File: config.mk
export PLATFORM = sky130hd
export DESIGN_NAME = fullchip_inst_seq_flat
export DESIGN_NICKNAME = d
export VERILOG_FILES = /design/src/rtl/fullchip_inst_seq_if.sv /design/src/rtl/fullchip_inst_seq.sv /design/src/flat_wrapper.sv
export SDC_FILE = /design/constraint.sdc
export NUM_CORES = 1
export LEC_CHECK = 0
export BUFFER_PORTS_ARGS = -buffer_cell sky130_fd_sc_hd__buf_4
export CORE_AREA = 3 3 207 209
export CTS_CLUSTER_SIZE = 30
export DETAILED_ROUTE_END_ITERATION = 10
export DIE_AREA = 0 0 210 212
export PLACE_DENSITY = 0.6
export SLEW_MARGIN = 20
export SYNTH_ARGS = -nofsm -noshare
export SYNTH_HDL_FRONTEND = slang
export SYNTH_SLANG_ARGS = --single-unit
export TNS_END_PERCENT = 50
File: constraint.sdc
create_clock -name clk -period 6.4 [get_ports clk]
set_input_delay 1.6 -clock clk [delete_from_list [all_inputs] [get_ports clk]]
set_output_delay 1.6 -clock clk [all_outputs]
set_load 0.005 [all_outputs]
File: src/rtl/fullchip_inst_seq_if.sv
// ----------------------------------------------------------------------------
// fullchip_inst_seq_if
// Bundle between a host and the fullchip instruction sequencer.
//
// Handshake: a data word on in_data_0/in_data_1 is transferred on a rising
// clock edge where in_valid and in_ready are both high. in_ready is a
// registered output of the sequencer. It never depends combinationally on
// in_valid. The host may raise in_valid at any time. While in_ready is low,
// the host holds its word, and any word offered then is simply not taken.
//
// Signals:
//   start      host -> seq   one-cycle request to run a full sequence
//   in_valid   host -> seq   data word valid
//   in_ready   seq  -> host  sequencer takes a word this cycle
//   in_data_0  host -> seq   Q vector, or core0 K vector (pr*bw bits)
//   in_data_1  host -> seq   Q vector copy, or core1 K vector (pr*bw bits)
//   mem_in_0   seq  -> chip  registered core0 data
//   mem_in_1   seq  -> chip  registered core1 data
//   inst       seq  -> chip  registered 17-bit instruction word
//   busy       seq  -> host  sequence in progress
//   done       seq  -> host  one-cycle completion pulse
// ----------------------------------------------------------------------------
interface fullchip_inst_seq_if #(
  parameter int bw = 8,
  parameter int pr = 16
);
  logic              start;
  logic              in_valid;
  logic              in_ready;
  logic [pr*bw-1:0]  in_data_0;
  logic [pr*bw-1:0]  in_data_1;
  logic [pr*bw-1:0]  mem_in_0;
  logic [pr*bw-1:0]  mem_in_1;
  logic [16:0]       inst;
  logic              busy;
  logic              done;

  modport master (
    output start, in_valid, in_data_0, in_data_1,
    input  in_ready, mem_in_0, mem_in_1, inst, busy, done
  );

  modport slave (
    input  start, in_valid, in_data_0, in_data_1,
    output in_ready, mem_in_0, mem_in_1, inst, busy, done
  );
endinterface

File: src/rtl/fullchip_inst_seq.sv
// ----------------------------------------------------------------------------
// fullchip_inst_seq
// Autonomous instruction sequencer for the fullchip top. A single start pulse
// runs the whole flow, with all outputs registered:
//   Q write -> K write -> K load -> execute -> ofifo-to-pmem move.
//
// Ports:
//   clk      clock; all state changes on the rising edge
//   reset    asynchronous, active-low reset
//   bus      fullchip_inst_seq_if.slave (host handshake, data and inst buses)
//   state_o  current FSM state, for debug
//
// inst bit map:
//   [16] ofifo_rd   [15:12] qkmem_add   [11:8] pmem_add   [7] execute
//   [6] load        [5] qmem_rd         [4] qmem_wr       [3] kmem_rd
//   [2] kmem_wr     [1] pmem_rd (always 0)                [0] pmem_wr
//
// Every register's next value is decoded from the next state and count.
// As a result, the outputs seen in a cycle always describe state_q and cnt_q
// of that same cycle.
// ----------------------------------------------------------------------------
module fullchip_inst_seq #(
  parameter int bw          = 8,
  parameter int pr          = 16,
  parameter int col         = 8,
  parameter int total_cycle = 8,
  parameter int gap_cycles  = 10
) (
  input  logic               clk,
  input  logic               reset,
  fullchip_inst_seq_if.slave bus,
  output logic [3:0]         state_o
);
  localparam int DW = pr * bw;

  localparam logic [3:0] S_IDLE   = 4'd0;
  localparam logic [3:0] S_QWR    = 4'd1;
  localparam logic [3:0] S_KWR    = 4'd2;
  localparam logic [3:0] S_GAP_A  = 4'd3;
  localparam logic [3:0] S_LOAD   = 4'd4;
  localparam logic [3:0] S_LDRAIN = 4'd5;
  localparam logic [3:0] S_GAP_B  = 4'd6;
  localparam logic [3:0] S_EXEC   = 4'd7;
  localparam logic [3:0] S_GAP_C  = 4'd8;
  localparam logic [3:0] S_MOVE   = 4'd9;
  localparam logic [3:0] S_DONE   = 4'd10;

  localparam logic [7:0] TC  = 8'(total_cycle);
  localparam logic [7:0] COL = 8'(col);
  localparam logic [7:0] GAP = 8'(gap_cycles);

  logic [3:0]    state_q, state_d;
  logic [7:0]    cnt_q, cnt_d;
  logic [16:0]   inst_q, inst_d;
  logic [DW-1:0] mem0_q, mem0_d;
  logic [DW-1:0] mem1_q, mem1_d;
  logic          in_ready_q, in_ready_d;
  logic          busy_q, busy_d;
  logic          done_q, done_d;

  logic          accept;
  logic          hs_write;
  logic          hs_hold;
  logic [7:0]    lim;

  // Instruction word for the non-handshake phases, as a function of the
  // state and the cycle index within that state.
  function automatic logic [16:0] phase_inst(input logic [3:0] st,
                                             input logic [7:0] n);
    logic [16:0] w;
    w = '0;
    case (st)
      S_LOAD: begin
        // kmem read data lags the address by one cycle.
        // The address therefore starts one cycle behind kmem_rd.
        w[6]     = 1'b1;
        w[3]     = (n != 8'd0);
        w[15:12] = (n <= 8'd1) ? 4'd0 : 4'(n - 8'd1);
      end
      S_LDRAIN: w[6] = (n == 8'd0);
      S_EXEC: begin
        w[7]     = 1'b1;
        w[5]     = 1'b1;
        w[15:12] = n[3:0];
      end
      S_MOVE: begin
        // n == TC is the trailing all-zero cycle before DONE.
        if (n < TC) begin
          w[16]   = 1'b1;
          w[0]    = 1'b1;
          w[11:8] = n[3:0];
        end
      end
      default: w = '0;
    endcase
    return w;
  endfunction

  always_comb begin
    state_d  = state_q;
    cnt_d    = cnt_q;
    mem0_d   = mem0_q;
    mem1_d   = mem1_q;
    hs_write = 1'b0;
    hs_hold  = 1'b0;
    accept   = bus.in_valid & in_ready_q;
    lim      = (state_q == S_KWR) ? COL : TC;

    case (state_q)
      S_IDLE, S_DONE: begin
        if (bus.start) begin
          state_d = S_QWR;
          cnt_d   = 8'd0;
        end else begin
          state_d = S_IDLE;
        end
      end
      S_QWR, S_KWR: begin
        // cnt < lim : taking words
        // cnt == lim: last write is on the bus
        // cnt == lim+1: trailing zero cycle
        if (cnt_q < lim) begin
          if (accept) begin
            hs_write = 1'b1;
            cnt_d    = cnt_q + 8'd1;
            mem0_d   = bus.in_data_0;
            mem1_d   = bus.in_data_1;
          end else begin
            hs_hold = 1'b1;
          end
        end else if (cnt_q == lim) begin
          cnt_d = cnt_q + 8'd1;
        end else begin
          state_d = (state_q == S_QWR) ? S_KWR : S_GAP_A;
          cnt_d   = 8'd0;
        end
      end
      S_GAP_A: begin
        if (cnt_q == 8'd1) begin
          state_d = S_LOAD;
          cnt_d   = 8'd0;
        end else begin
          cnt_d = cnt_q + 8'd1;
        end
      end
      S_LOAD: begin
        if (cnt_q == COL) begin
          state_d = S_LDRAIN;
          cnt_d   = 8'd0;
        end else begin
          cnt_d = cnt_q + 8'd1;
        end
      end
      S_LDRAIN: begin
        if (cnt_q == 8'd1) begin
          state_d = S_GAP_B;
          cnt_d   = 8'd0;
        end else begin
          cnt_d = cnt_q + 8'd1;
        end
      end
      S_GAP_B: begin
        if (cnt_q == GAP - 8'd1) begin
          state_d = S_EXEC;
          cnt_d   = 8'd0;
        end else begin
          cnt_d = cnt_q + 8'd1;
        end
      end
      S_EXEC: begin
        if (cnt_q == TC - 8'd1) begin
          state_d = S_GAP_C;
          cnt_d   = 8'd0;
        end else begin
          cnt_d = cnt_q + 8'd1;
        end
      end
      S_GAP_C: begin
        if (cnt_q == GAP - 8'd1) begin
          state_d = S_MOVE;
          cnt_d   = 8'd0;
        end else begin
          cnt_d = cnt_q + 8'd1;
        end
      end
      S_MOVE: begin
        if (cnt_q == TC) begin
          state_d = S_DONE;
          cnt_d   = 8'd0;
        end else begin
          cnt_d = cnt_q + 8'd1;
        end
      end
      default: begin
        state_d = S_IDLE;
        cnt_d   = 8'd0;
      end
    endcase

    in_ready_d = ((state_d == S_QWR) && (cnt_d < TC)) ||
                 ((state_d == S_KWR) && (cnt_d < COL));
    busy_d     = (state_d != S_IDLE) && (state_d != S_DONE);
    done_d     = (state_d == S_DONE);

    inst_d = phase_inst(state_d, cnt_d);
    if (hs_write) begin
      inst_d          = '0;
      inst_d[15:12]   = cnt_q[3:0];
      if (state_q == S_QWR) begin
        inst_d[4] = 1'b1;
      end else begin
        inst_d[2] = 1'b1;
      end
    end else if (hs_hold) begin
      // An idle handshake cycle drops the write strobe.
      // The address still holds its last value.
      inst_d    = inst_q;
      inst_d[4] = 1'b0;
      inst_d[2] = 1'b0;
    end
  end

  always_ff @(posedge clk or negedge reset) begin
    if (!reset) begin
      state_q    <= S_IDLE;
      cnt_q      <= '0;
      inst_q     <= '0;
      mem0_q     <= '0;
      mem1_q     <= '0;
      in_ready_q <= 1'b0;
      busy_q     <= 1'b0;
      done_q     <= 1'b0;
    end else begin
      state_q    <= state_d;
      cnt_q      <= cnt_d;
      inst_q     <= inst_d;
      mem0_q     <= mem0_d;
      mem1_q     <= mem1_d;
      in_ready_q <= in_ready_d;
      busy_q     <= busy_d;
      done_q     <= done_d;
    end
  end

  // The address fields are 4 bits wide.
  // The gap counter is 8 bits wide.
  always_ff @(posedge clk) begin
    assert (total_cycle >= 1 && total_cycle <= 16 && col >= 1 && col <= 16 &&
            gap_cycles >= 1 && gap_cycles <= 255)
      else $error("fullchip_inst_seq: illegal parameter set");
  end

  assign bus.inst     = inst_q;
  assign bus.mem_in_0 = mem0_q;
  assign bus.mem_in_1 = mem1_q;
  assign bus.in_ready = in_ready_q;
  assign bus.busy     = busy_q;
  assign bus.done     = done_q;
  assign state_o      = state_q;

endmodule

File: src/flat_wrapper.sv
// flat-port wrapper written by rule: the top's interface ports become plain ports
module fullchip_inst_seq_flat 
#(
  parameter int bw          = 8,
  parameter int pr          = 16,
  parameter int col         = 8,
  parameter int total_cycle = 8,
  parameter int gap_cycles  = 10
)
  (clk, reset, state_o, bus_start, bus_in_valid, bus_in_data_0, bus_in_data_1, bus_in_ready, bus_mem_in_0, bus_mem_in_1, bus_inst, bus_busy, bus_done);
  fullchip_inst_seq_if #(.bw(bw), .pr(pr)) bus_i ();
  input  logic clk;
  input  logic reset;
  output logic [3:0] state_o;
  input wire logic [$bits(bus_i.start)-1:0] bus_start;
  input wire logic [$bits(bus_i.in_valid)-1:0] bus_in_valid;
  input wire logic [$bits(bus_i.in_data_0)-1:0] bus_in_data_0;
  input wire logic [$bits(bus_i.in_data_1)-1:0] bus_in_data_1;
  output wire logic [$bits(bus_i.in_ready)-1:0] bus_in_ready;
  output wire logic [$bits(bus_i.mem_in_0)-1:0] bus_mem_in_0;
  output wire logic [$bits(bus_i.mem_in_1)-1:0] bus_mem_in_1;
  output wire logic [$bits(bus_i.inst)-1:0] bus_inst;
  output wire logic [$bits(bus_i.busy)-1:0] bus_busy;
  output wire logic [$bits(bus_i.done)-1:0] bus_done;
  assign bus_i.start = bus_start;
  assign bus_i.in_valid = bus_in_valid;
  assign bus_i.in_data_0 = bus_in_data_0;
  assign bus_i.in_data_1 = bus_in_data_1;
  assign bus_in_ready = bus_i.in_ready;
  assign bus_mem_in_0 = bus_i.mem_in_0;
  assign bus_mem_in_1 = bus_i.mem_in_1;
  assign bus_inst = bus_i.inst;
  assign bus_busy = bus_i.busy;
  assign bus_done = bus_i.done;
  fullchip_inst_seq #(.bw(bw), .pr(pr), .col(col), .total_cycle(total_cycle), .gap_cycles(gap_cycles)) u_core (.clk(clk), .reset(reset), .bus(bus_i), .state_o(state_o));
endmodule
-- Yosys cells after proc, flatten, opt, wreduce, memory -nomap -nowiden
Cells that the tools add are included.
- output and inout bits: 280
- bits of input ports: 260
- register bits: 288
- word-level logic and storage cells: 92
- reduce and logical (&&, ||, !) cells: 14
- equal/unequal tests: 23
- magnitude comparators: 3
- bitwise gates (word level): 1
- add/subtract/negate cells: 2
- mux-type cells: 40
- operators with widths (operator ; count):
    $mux 8 ; 8
    $mux 4 ; 12
    $pmux 8 s6 ; 1
    $pmux 4 s9 ; 1
    $mux 17 ; 2
    $eq 4x3->1 const B ; 7
    $eq 4x4->1 const B ; 5
    $eq 8x4->1 const B ; 2
    $lt 8x4->1 const B ; 2
    $mux 1 ; 14
    $eq 4x2->1 const B ; 3
    $reduce_or 2->1 ; 5
    $add 8x1->8 const B ; 1
    $eq 4x1->1 const B ; 2
    $eq 8x1->1 const B ; 1
    $eq 8x3->1 const B ; 1
    $le 8x1->1 const B ; 1
    $logic_not 8->1 ; 1
    $pmux 4 s2 ; 1
    $reduce_bool 8->1 ; 1
    $logic_not 4->1 ; 1
    $ne 4x4->1 const B ; 1
    $reduce_bool 4->1 ; 1
    $sub 4x1->4 const B ; 1
    6 further kinds ; 8

-- Logic depth before layout (Yosys ltp)
Gate-level depths: netlist of the first run.
- depth after elaboration: 9
- depth in mapped cells: 12

-- Worst setup path after synthesis of the first run
Ideal clock, no wire load.
- path kind: input to register
- start: input bus_start
- end: register u_core.inst_q[14], in the netlist u_core.bus.inst[14]
- arrival: 3489 ps
- stages on the path: 7
- path slack: 2821 ps
- buffers on the path: 0
- path through: nor4_1 > or2_2 > a22oi_1 > ha_1 > o21a_1 > a21o_4 > o31ai_4
- longest elaborated chain between the ends: 7
- elaborated cells on any way between the ends: 12
- RTL lines (what ; RTL line ; source):
    from (decl) ; flat_wrapper.sv:15 ; input wire logic [$bits(bus_i.start)-1:0] bus_start;
    $mux 8 ; fullchip_inst_seq.sv:111 ; if (bus.start) begin
    $pmux 8 s6 ; fullchip_inst_seq.sv:109 ; case (state_q)
    $le 8x1->1 or $sub 4x1->4 (tied branches) ; fullchip_inst_seq.sv:78 ; w[15:12] = (n <= 8'd1) ? 4'd0 : 4'(n - 8'd1);
    $mux 4 ; fullchip_inst_seq.sv:78 ;
    $pmux 4 s2 * ; fullchip_inst_seq.sv:72 ; case (st)
    $mux 17 * ; fullchip_inst_seq.sv:214 ; end else if (hs_hold) begin
    $mux 17 * ; fullchip_inst_seq.sv:206 ; if (hs_write) begin
    to (signal assigned) ; fullchip_inst_seq.sv:236 ; inst_q <= inst_d;
    to (decl) ; fullchip_inst_seq.sv:54 ; logic [16:0] inst_q, inst_d;
Mark *: on every way between the ends. The rest lies on a longest branch, timed or not. The select of a mux whose other input is x is not followed.
A chain may end at the register's enable or synchronous reset.

-- Worst setup path in the final report of the first run
- start: register u_core.cnt_q[5]
- end: register u_core.inst_q[14], in the netlist u_core.bus.inst[14]
- longest elaborated chain between the ends: 9
- elaborated cells on any way between the ends: 38
- RTL lines (what ; RTL line ; source):
    from (decl) ; fullchip_inst_seq.sv:53 ; logic [7:0] cnt_q, cnt_d;
    from (signal assigned) ; fullchip_inst_seq.sv:235 ; cnt_q <= cnt_d;
    $add 8x1->8 or $eq 8x4->1 (tied branches) ; -- ;
    $mux 8, on equally long branches ; fullchip_inst_seq.sv:131, fullchip_inst_seq.sv:123 ;
    $mux 8 ; fullchip_inst_seq.sv:122 ; if (cnt_q < lim) begin
    $pmux 8 s6 ; fullchip_inst_seq.sv:109 ;
    $le 8x1->1 or $sub 4x1->4 (tied branches) ; fullchip_inst_seq.sv:78 ;
    $mux 4 ; fullchip_inst_seq.sv:78 ;
    $pmux 4 s2 ; fullchip_inst_seq.sv:72 ;
    $mux 17 ; fullchip_inst_seq.sv:214 ;
    $mux 17 ; fullchip_inst_seq.sv:206 ;
Several ways; a longest one is shown, not always the timed one. The select of a mux whose other input is x is not followed.

==> flow_metrics.tcl, run 1 <==
set metrics [dict create \
    fin_skew_ps 11.9 \
    critPathArrivalTime_ps 4070 \
    dpl_worst_slack_ps 2450 \
    grt_max_degree 143 \
    n_fill_cell 3843 \
    die_height_um 212 \
    cts.clk_slew.worst_paths_ps 60 \
    initial_core_util_pct 27.9 \
    power.switching_fraction_pct 30.8 \
    reg2reg_from "u_core.cnt_q[5]" \
    track_usage_pct 15.3 \
    worstMarginPinSlew_ps 1030 \
    hold_buffers 0 \
    numCtsBuffers 36 \
    r2r_end "u_core.bus.inst[14]" \
    yosys.cell_types.count 66 \
    outcome "completed" \
    p_int_mw 5.88 \
    synthFlopType "dfrtp_1" \
    gp_congestion 0.830 \
    yosysWarningCount 0 \
    clkSinkCount 285 \
    vias 8469 \
    area_growth_pct 49.9 \
    placed_cells 1805 \
    finalCriticalPeriod_ps 3620 \
    portBuffers 538 \
    drtIter0Drc 281 \
    drive_above_1_share_pct 65.4 \
    stdcell_area_um2 17200 \
    clk_path_buf_depth 3 \
    ys_seq_area_share_pct 62.2 \
    synth.avg_cell_area_um2 14.8 \
    synth_edf_count 0 \
    worst_skew_pair.late_latency_ps 530 \
    synth_top_cells_by_count "285 x dfrtp_1, 254 x mux2_2, 35 x clkbuf_1" \
    syn_inst 776 \
    fp.dieW_um 210 \
    hold_viol_final 0 \
    grt_pass1_wl_mm 53.0 \
    synth_top_area_share_pct 62.2 \
    dpl_cell_area_um2 16100 \
    fin_setup_tns_ps 0 \
    die-area_um2 44500 \
    antenna_found_initial 0 \
    hp-class "flop to flop" \
    slew_violations 0 \
    drcViolationCount 0 \
    p_switching_mw 2.62 \
    cts_resized 0 \
    synth-seq-cells 285 \
    fmax_mhz 276 \
    pwr_density_cell_nw_per_um2 494 \
    worst_slack_ps 2780 \
    async_flop_share_pct 100 \
    stdcell_count 1869 \
    crit_slowest_cell "or4_4" \
    hpwl_mm 26.5 \
    yosys-top-cells-area "dfrtp_1 62%, mux2_2 25%, clkbuf_1 1.1%" \
    reg2reg_slack_ps 2780 \
    slew_headroom_pct 31.5 \
    htree_levels 2 \
    cp.required_ps 6840 \
    cp_common_cell "or4_4" \
    crit_path_max_incr_delay_ps 670 \
    cp_cell_sequence "or4_4, or4_4, a21oi_2, or2_2, a22oi_1, ha_1, o21a_1, a21o_4, o31ai_4" \
    synth_top_cell_by_area "dfrtp_1" \
    cts-root-buf "clkbuf_16" \
    postCtsSetupBuffers 0 \
    vdd_drop_max_mv 0.287 \
    combPwrFrac_pct 39.8 \
    num-nets-final 1576 \
    cts_tree "done" \
    finalSetupViolCount 0 \
    worstHoldStart "u_core.bus.inst[10]" \
    io_pins 540 \
    wl_mm 35.6 \
    wire_per_inst_um 19.0 \
    yosysMostFrequentCell "dfrtp_1" \
    min_period_over_period_pct 56.6 \
    maxCapViolCount 0 \
    worstPathMaxFanout 13 \
    fp.coreArea_um2 41000 \
    critPathKind "flop to flop" \
    reg2reg_depth 9 \
    seqPwrFrac_pct 37.5 \
    min_to "u_core.bus.inst[10]" \
    grt-ovfl-total 0 \
    leakage_nw 8.30 \
    firstDrtPassIters 4 \
    whs_path_depth 2 \
    syn_nets 1041 \
    drt-vias-per-instance 4.53 \
    grt_pass1_vias 9027 \
    rsz0062_at_grt "false" \
    antenna_cells 0 \
    startpoint_type "flop" \
    end_kind "flop" \
    rows 74 \
    syn_area_um2 11500 \
    p_clk_share_pct 22.7 \
    ant_nets 0 \
]
## worst max path at each step
stage | start | end | slack (ps) | cells after the start
after global routing | u_core.cnt_q[5] | u_core.bus.inst[14] | 2620 | 9
after detailed placement | bus_in_valid | u_core.bus.inst[14] | 2450 | 11
after floorplan | bus_start | u_core.bus.inst[14] | 2820 | 7
after CTS | u_core.cnt_q[5] | u_core.bus.inst[14] | 2790 | 9
final | u_core.cnt_q[5] | u_core.bus.inst[14] | 2780 | 9
after global placement | bus_start | u_core.bus.inst[14] | 2260 | 8
## cell families after synthesis
group	Yosys count	share of synthesized area (%)
flops	285	62.2
mux	257	25.2
simple gates	100	5.01
compound gates	63	4.25
buf+inv	57	2.09
xor+xnor	8	0.611
fa+ha+maj	5	0.546
other cells	1	0.0327
## worst max-delay path: cells and delay by family, from the launching register on
family	cells	cell delay (ps)
adder cells (fa/ha/maj)	1	290
flip-flops	1	460
AND/OR/NAND/NOR	3	1500
AO/OA/AOI/OAI	5	1280
## flip-flops by register name, indices dropped and copies added, names as in the netlist
| signal | cells |
|---|---|
| u_core.bus.busy | 1 |
| u_core.bus.done | 1 |
| u_core.bus.in_ready | 1 |
| u_core.bus.inst | 14 |
| u_core.bus.mem_in_0 | 128 |
| u_core.bus.mem_in_1 | 128 |
| u_core.cnt_q | 8 |
| u_core.state_o | 4 |
## final cells by class
class / count / area (um2) / share of cell area [%]
Clock buffer: 53 / 1060 / 6.15
Clock inverter: 11 / 70.1 / 0.408
Inverter: 12 / 45.0 / 0.262
Multi-Input combinational cell: 434 / 4100 / 23.9
Sequential cell: 285 / 7130 / 41.5
Tap cell: 532 / 666 / 3.87
Timing Repair Buffer: 542 / 4110 / 23.9
## per-layer routing
metal / vias up / global-route usage, % / part of all wire [%]
met5: - / 0 / 0
met4: 0 / 5.67 / 2.9
met3: 68 / 5.40 / 7.9
met2: 332 / 27.2 / 52
met1: 4244 / 17.0 / 37
li1: 3825 / - / -
## stage by stage
stage,power (mW),util [%],hold slack (ps)
3_3_place_gp,6.56,39.1,464
4_1_cts,8.64,41.9,484
5_1_grt,9.01,41.9,511
2_1_floorplan,4.65,-,473
6_report,8.49,41.9,477
3_5_place_dp,6.64,39.1,471
## placed cells by master (no fill, tap or decap), drive strengths merged, types with 3 or more instances in the layout
master / n
buf: 542
dfrtp: 285
mux2: 256
clkbuf: 53
nand2: 25
o21ai: 18
nor2: 15
inv: 14
a21oi: 11
nand3: 10
nor4: 8
nor2b: 7
nand2b: 6
clkinv: 6
ha: 5
xor2: 4
or2: 4
xnor2: 4
nand3b: 4
and3: 4
nor3: 4
a31oi: 3
clkinvlp: 3
or4: 3
o22ai: 3
o31ai: 3
## power by group through the flow
stage / Combinational [mW] / Sequential (mW) / Clock, mW
after floorplan: 1.48 / 3.17 / 0
after global placement: 3.40 / 3.16 / 0
after detailed placement: 3.44 / 3.20 / 0
after CTS: 3.45 / 3.19 / 2.00
after global routing: 3.65 / 3.30 / 2.06
final: 3.38 / 3.19 / 1.93
No activity file was read; power rests on OpenSTA's default activity.
==> inputs of run 2 (changes only) <==
==> constraint.sdc (replaced) <==
create_clock -name clk -period 3.4 [get_ports clk]
set_input_delay 0.85 -clock clk [delete_from_list [all_inputs] [get_ports clk]]
set_output_delay 0.85 -clock clk [all_outputs]
set_load 0.005 [all_outputs]
==> run 2 against run 1 <==
  * Wire length up 1.9%
  * Maximum frequency rose by 11%
  * Clock skew rose by 15 ps
  * Register-to-register slack lost 2600 ps
  * Via count decreased by 0.45%
  * Critical endpoint unchanged
==> flow_metrics.tcl, run 2 (synthesized netlist as in run 1, its figures left out) <==
set metrics [dict create \
    outcome "completed" \
    grt_pass1_wl_mm 54.5 \
    cts.clk_slew.worst_paths_ps 50 \
    crit_slowest_cell "or4_4" \
    hold_viol_final 0 \
    drcViolationCount 0 \
    io_pins 540 \
    hold_buffers 0 \
    hpwl_mm 27.7 \
    portBuffers 538 \
    cp_cell_sequence "or4_4, or4_4, a21oi_2, or2_2, a22oi_1, ha_1, o21a_1, a21o_4, o31ai_4" \
    antenna_cells 0 \
    hp-class "input port to asynchronous set/reset pin" \
    cp_common_cell "or4_4" \
    vias 8431 \
    final_core_util_pct 42.4 \
    wire_per_inst_um 19.3 \
    holdWs_ps 313 \
    cts_tree "done" \
    die-area_um2 44500 \
    end_kind "flop" \
    worstPathMaxFanout 13 \
    leakage_nw 8.42 \
    min_period_over_period_pct 96.1 \
    fp.coreArea_um2 41000 \
    fp.dieW_um 210 \
    clkSinkCount 285 \
    htree_levels 2 \
    stdcell_count 1883 \
    grt_max_degree 78 \
    initial_core_util_pct 27.9 \
    multi_input_area_um2 4100 \
    wl_met1_mm 13.7 \
    n_fill_cell 3847 \
    gp_congestion 0.829 \
    fin_setup_tns_ps 0 \
    critPathArrivalTime_ps 3700 \
    antenna_found_initial 0 \
    worstMarginPinSlew_ps 697 \
    grt_pass1_vias 9262 \
    ant_nets 0 \
    placed_cells 1822 \
    stdcell_area_um2 17400 \
    crit_path_max_incr_delay_ps 670 \
    vdd_drop_max_mv 0.626 \
    dpl_cell_area_um2 16300 \
    slew_headroom_pct 53.5 \
    drtIter0Drc 290 \
    finalCriticalPeriod_ps 3270 \
    clk_path_buf_depth 3 \
    highest_layer "met4" \
    area_growth_pct 51.9 \
    startpoint_type "flop" \
    track_usage_pct 15.8 \
    maxCapViolCount 0 \
    worst_skew_pair.late_latency_ps 540 \
    numCtsBuffers 35 \
    drt-vias-per-instance 4.48 \
    cp.required_ps 3840 \
    rsz0062_at_grt "false" \
    cts-root-buf "clkbuf_16" \
    rows 74 \
    firstDrtPassIters 4 \
    met3_length_mm 2.87 \
    num-nets-final 1593 \
    grt-ovfl-total 0 \
    seq_area_um2 7130 \
    layout_commonest_cell "buf_4" \
    wl_mm 36.3 \
    routed-wl-met2_mm 18.4 \
    die_height_um 212 \
    critPathKind "flop to flop" \
    pwr_density_cell_nw_per_um2 930 \
    drive_above_1_share_pct 66.0 \
    slew_violations 0 \
    fin_skew_ps 26.9 \
    final_cell_mix "550 x buf_4, 284 x dfrtp_1, 254 x mux2_2, 36 x clkbuf_16, 25 x nand2_1" \
    fmax_mhz 306 \
    finalSetupViolCount 0 \
]
-- run 2: critical path: cells and delay by family, from the launching register on --
kind                       cells  cell delay [ps]
DFF                            1              450
adders and majority gates      1              280
AOI/OAI and AO/OA              5             1010
and+or+nand+nor                3             1430
-- run 2: what timing repair did --
action,in CTS,in global routing
setup buffers,0,1
resized for setup,0,2
setup endpoints to repair,0,2
hold endpoints to repair,0,0
-- run 2: path summary, 6_finish.rpt --
path,from,to,slack [ps],cells after the start
min in group clk,u_core.bus.mem_in_0[118],u_core.bus.mem_in_0[118],490,1
worst max-delay path,u_core.cnt_q[5],u_core.bus.inst[14],130,9
worst max register to register,u_core.cnt_q[5],u_core.bus.inst[14],130,9
max in group asynchronous,reset,u_core.cnt_q[6],2380,2
worst min register to register,u_core.bus.mem_in_0[118],u_core.bus.mem_in_0[118],490,1
worst min-delay path,reset,u_core.bus.mem_in_1[52],310,1
-- run 2: area by class of cell --
class	instances	area share (%)
timing repair buffer	560	24.8
inverter	12	0.259
clock inverter	12	0.898
multi-input combinational	434	23.5
clock buffer	48	5.66
tap	532	3.82
sequential	285	41.0
-- run 2: power by group --
part	total [mW]	switching, mW	internal (mW)	leakage (nW)
combinational	6.50	2.54	3.96	4.40
sequential	5.97	0.944	5.02	3.46
clock	3.73	1.47	2.26	0.559
-- run 2: metal layers --
layer / vias to the layer above / track usage, %
met5: - / 0
met4: 0 / 6.25
met3: 72 / 5.44
met2: 337 / 27.3
met1: 4170 / 18.0
li1: 3852 / -
-- run 2: stage by stage --
stage / total power [mW] / setup WS, ps
floorplan: 8.75 / 499
detailed placement: 12.6 / 189
CTS: 16.4 / 166
finish: 16.2 / 134
global route: 17.2 / 9.73
global placement: 12.5 / 248
==> inputs of run 3 (changes only) <==
--- a/config.mk
+++ b/config.mk
@@ -11,6 +11,7 @@
 export DETAILED_ROUTE_END_ITERATION = 10
 export DIE_AREA = 0 0 210 212
 export PLACE_DENSITY = 0.6
+export SETUP_SLACK_MARGIN = 0.3
 export SLEW_MARGIN = 20
 export SYNTH_ARGS = -nofsm -noshare
 export SYNTH_HDL_FRONTEND = slang
==> run 3 against run 2 <==
  * Wire length is essentially flat
  * Count of clock-buffer cells in the layout is the same
  * Cell area grew 0.57%
  * Power grew 0.76%
  * Critical path type unchanged
==> flow_metrics.tcl, run 3 (synthesized netlist as in run 1, its figures left out) <==
set metrics [dict create \
    crit_slowest_cell "or4_4" \
    rows 74 \
    grt-ovfl-total 0 \
    worstPathMaxFanout 6 \
    worstMarginPinSlew_ps 685 \
    end_kind "flop" \
    met3_usage_pct 5.50 \
    stdcell_count 1886 \
    cp.required_ps 3840 \
    met2_usage_pct 27.4 \
    multi_input_area_um2 4170 \
    reg2reg_from "u_core.cnt_q[5]" \
    firstDrtPassIters 4 \
    crit_path_max_incr_delay_ps 610 \
    hpwl_mm 27.7 \
    grt_pass1_wl_mm 54.6 \
    startpoint_type "flop" \
    antenna_found_initial 0 \
    slew_headroom_pct 53.9 \
    num-nets-final 1596 \
    rsz0062_at_grt "true" \
    stdcell_area_um2 17500 \
    placed_cells 1822 \
    numCtsBuffers 35 \
    pwr_density_cell_nw_per_um2 932 \
    final_core_util_pct 42.7 \
    cp_cell_sequence "or4_4, or4_4, a21oi_4, or2_4, a22oi_2, ha_2, o21a_1, a21o_4, o31ai_4" \
    n_fill_cell 3835 \
    cts.clk_slew.worst_paths_ps 50 \
    htree_levels 2 \
    use_met1_pct 18.0 \
    clk_path_buf_depth 3 \
    leakage_nw 8.44 \
    grt_pass1_vias 9283 \
    critPathArrivalTime_ps 3440 \
    ant_nets 0 \
    worst_skew_pair.late_latency_ps 540 \
    holdWs_ps 314 \
    p_total_mw 16.3 \
    maxCapViolCount 0 \
    wl_mm 36.3 \
    dpl_worst_slack_ps 189 \
    fp.dieW_um 210 \
    critPathKind "flop to flop" \
    outcome "completed" \
    hold_viol_final 0 \
    finalSetupViolCount 0 \
    slew_violations 0 \
    worst_slack_ps 394 \
    io_pins 540 \
    hp-class "input port to asynchronous set/reset pin" \
    crit_start "u_core.cnt_q[5]" \
    cts-root-buf "clkbuf_16" \
    drtIter0Drc 304 \
    drive_above_1_share_pct 66.7 \
    drcViolationCount 0 \
    dpl_cell_area_um2 16300 \
    fin_skew_ps 27.4 \
    die_height_um 212 \
    reg2reg_depth 9 \
    min_period_over_period_pct 88.4 \
    fmax_mhz 333 \
    layout_commonest_cell "buf_4" \
    track_usage_pct 15.8 \
    wire_per_inst_um 19.2 \
    die-area_um2 44500 \
    vias 8439 \
    r2r_end "u_core.bus.inst[14]" \
    grt_busiest_layer "met2" \
    drt-vias-per-instance 4.47 \
    vdd_drop_max_mv 0.626 \
    cp_common_cell "or4_4" \
    area_growth_pct 52.8 \
    finalCriticalPeriod_ps 3010 \
    portBuffers 538 \
    fp.coreArea_um2 41000 \
    initial_core_util_pct 27.9 \
    clkSinkCount 285 \
    seq_area_um2 7140 \
    grt_max_degree 78 \
    cts_tree "done" \
    fin_setup_tns_ps 0 \
    gp_congestion 0.829 \
    reg2reg_slack_ps 390 \
    final_cell_mix "553 x buf_4, 280 x dfrtp_1, 254 x mux2_2, 36 x clkbuf_16, 25 x nand2_1" \
    antenna_cells 0 \
]
-- run 3: changes by cell type in the layout (fill, tap and decap cells not counted), moves of 2 or more --
cell / before / now
dfrtp_1: 284 / 280
dfrtp_2: 1 / 5
buf_4: 550 / 553
o21ai_2: 2 / 0
o21ai_4: 0 / 2
-- run 3: what timing repair did --
item / 4_1_cts / 5_1_grt
buffers inserted: 1 / 3
pin swaps: 1 / 6
cloned: 0 / 0
setup endpoints to repair: 4 / 9
hold buffers: 0 / 0
resized for setup: 5 / 13
hold endpoints to repair: 0 / 0
-- run 3: cell type report --
| type | instances | area share, % |
|---|---|---|
| clock buffers | 48 | 5.63 |
| clock inverters | 12 | 0.893 |
| inverters | 12 | 0.257 |
| multi-input cells | 434 | 23.8 |
| flip-flops and latches | 285 | 40.8 |
| well taps | 532 | 3.80 |
| repair buffers | 563 | 24.8 |
-- run 3: worst max-delay path by stage --
stage / to / depth (start not counted)
detailed placement: u_core.bus.inst[14] / 9
finish: u_core.bus.inst[14] / 9
global route: u_core.bus.inst[10] / 10
CTS: u_core.bus.inst[14] / 9
global placement: u_core.bus.inst[14] / 9
floorplan: u_core.bus.inst[14] / 9
-- run 3: where the power goes --
part           internal (mW)  switching, mW  leakage [nW]
clock network           2.26           1.47         0.559
logic                   4.03           2.59          4.42
registers               5.03          0.946          3.46
total                   11.3           5.00          8.44
-- run 3: critical path, delay by kind of cell, from the launching register on --
family                     cells  cell delay [ps]
adders and majority gates      1              220
DFF                            1              450
AOI/OAI and AO/OA              5              930
and+or+nand+nor                3             1310
-- run 3: routing by layer --
layer / up-vias / wire length (um)
met5: - / 0
met4: 0 / 1260
met3: 74 / 2970
met2: 329 / 18500
met1: 4169 / 13600
li1: 3867 / -
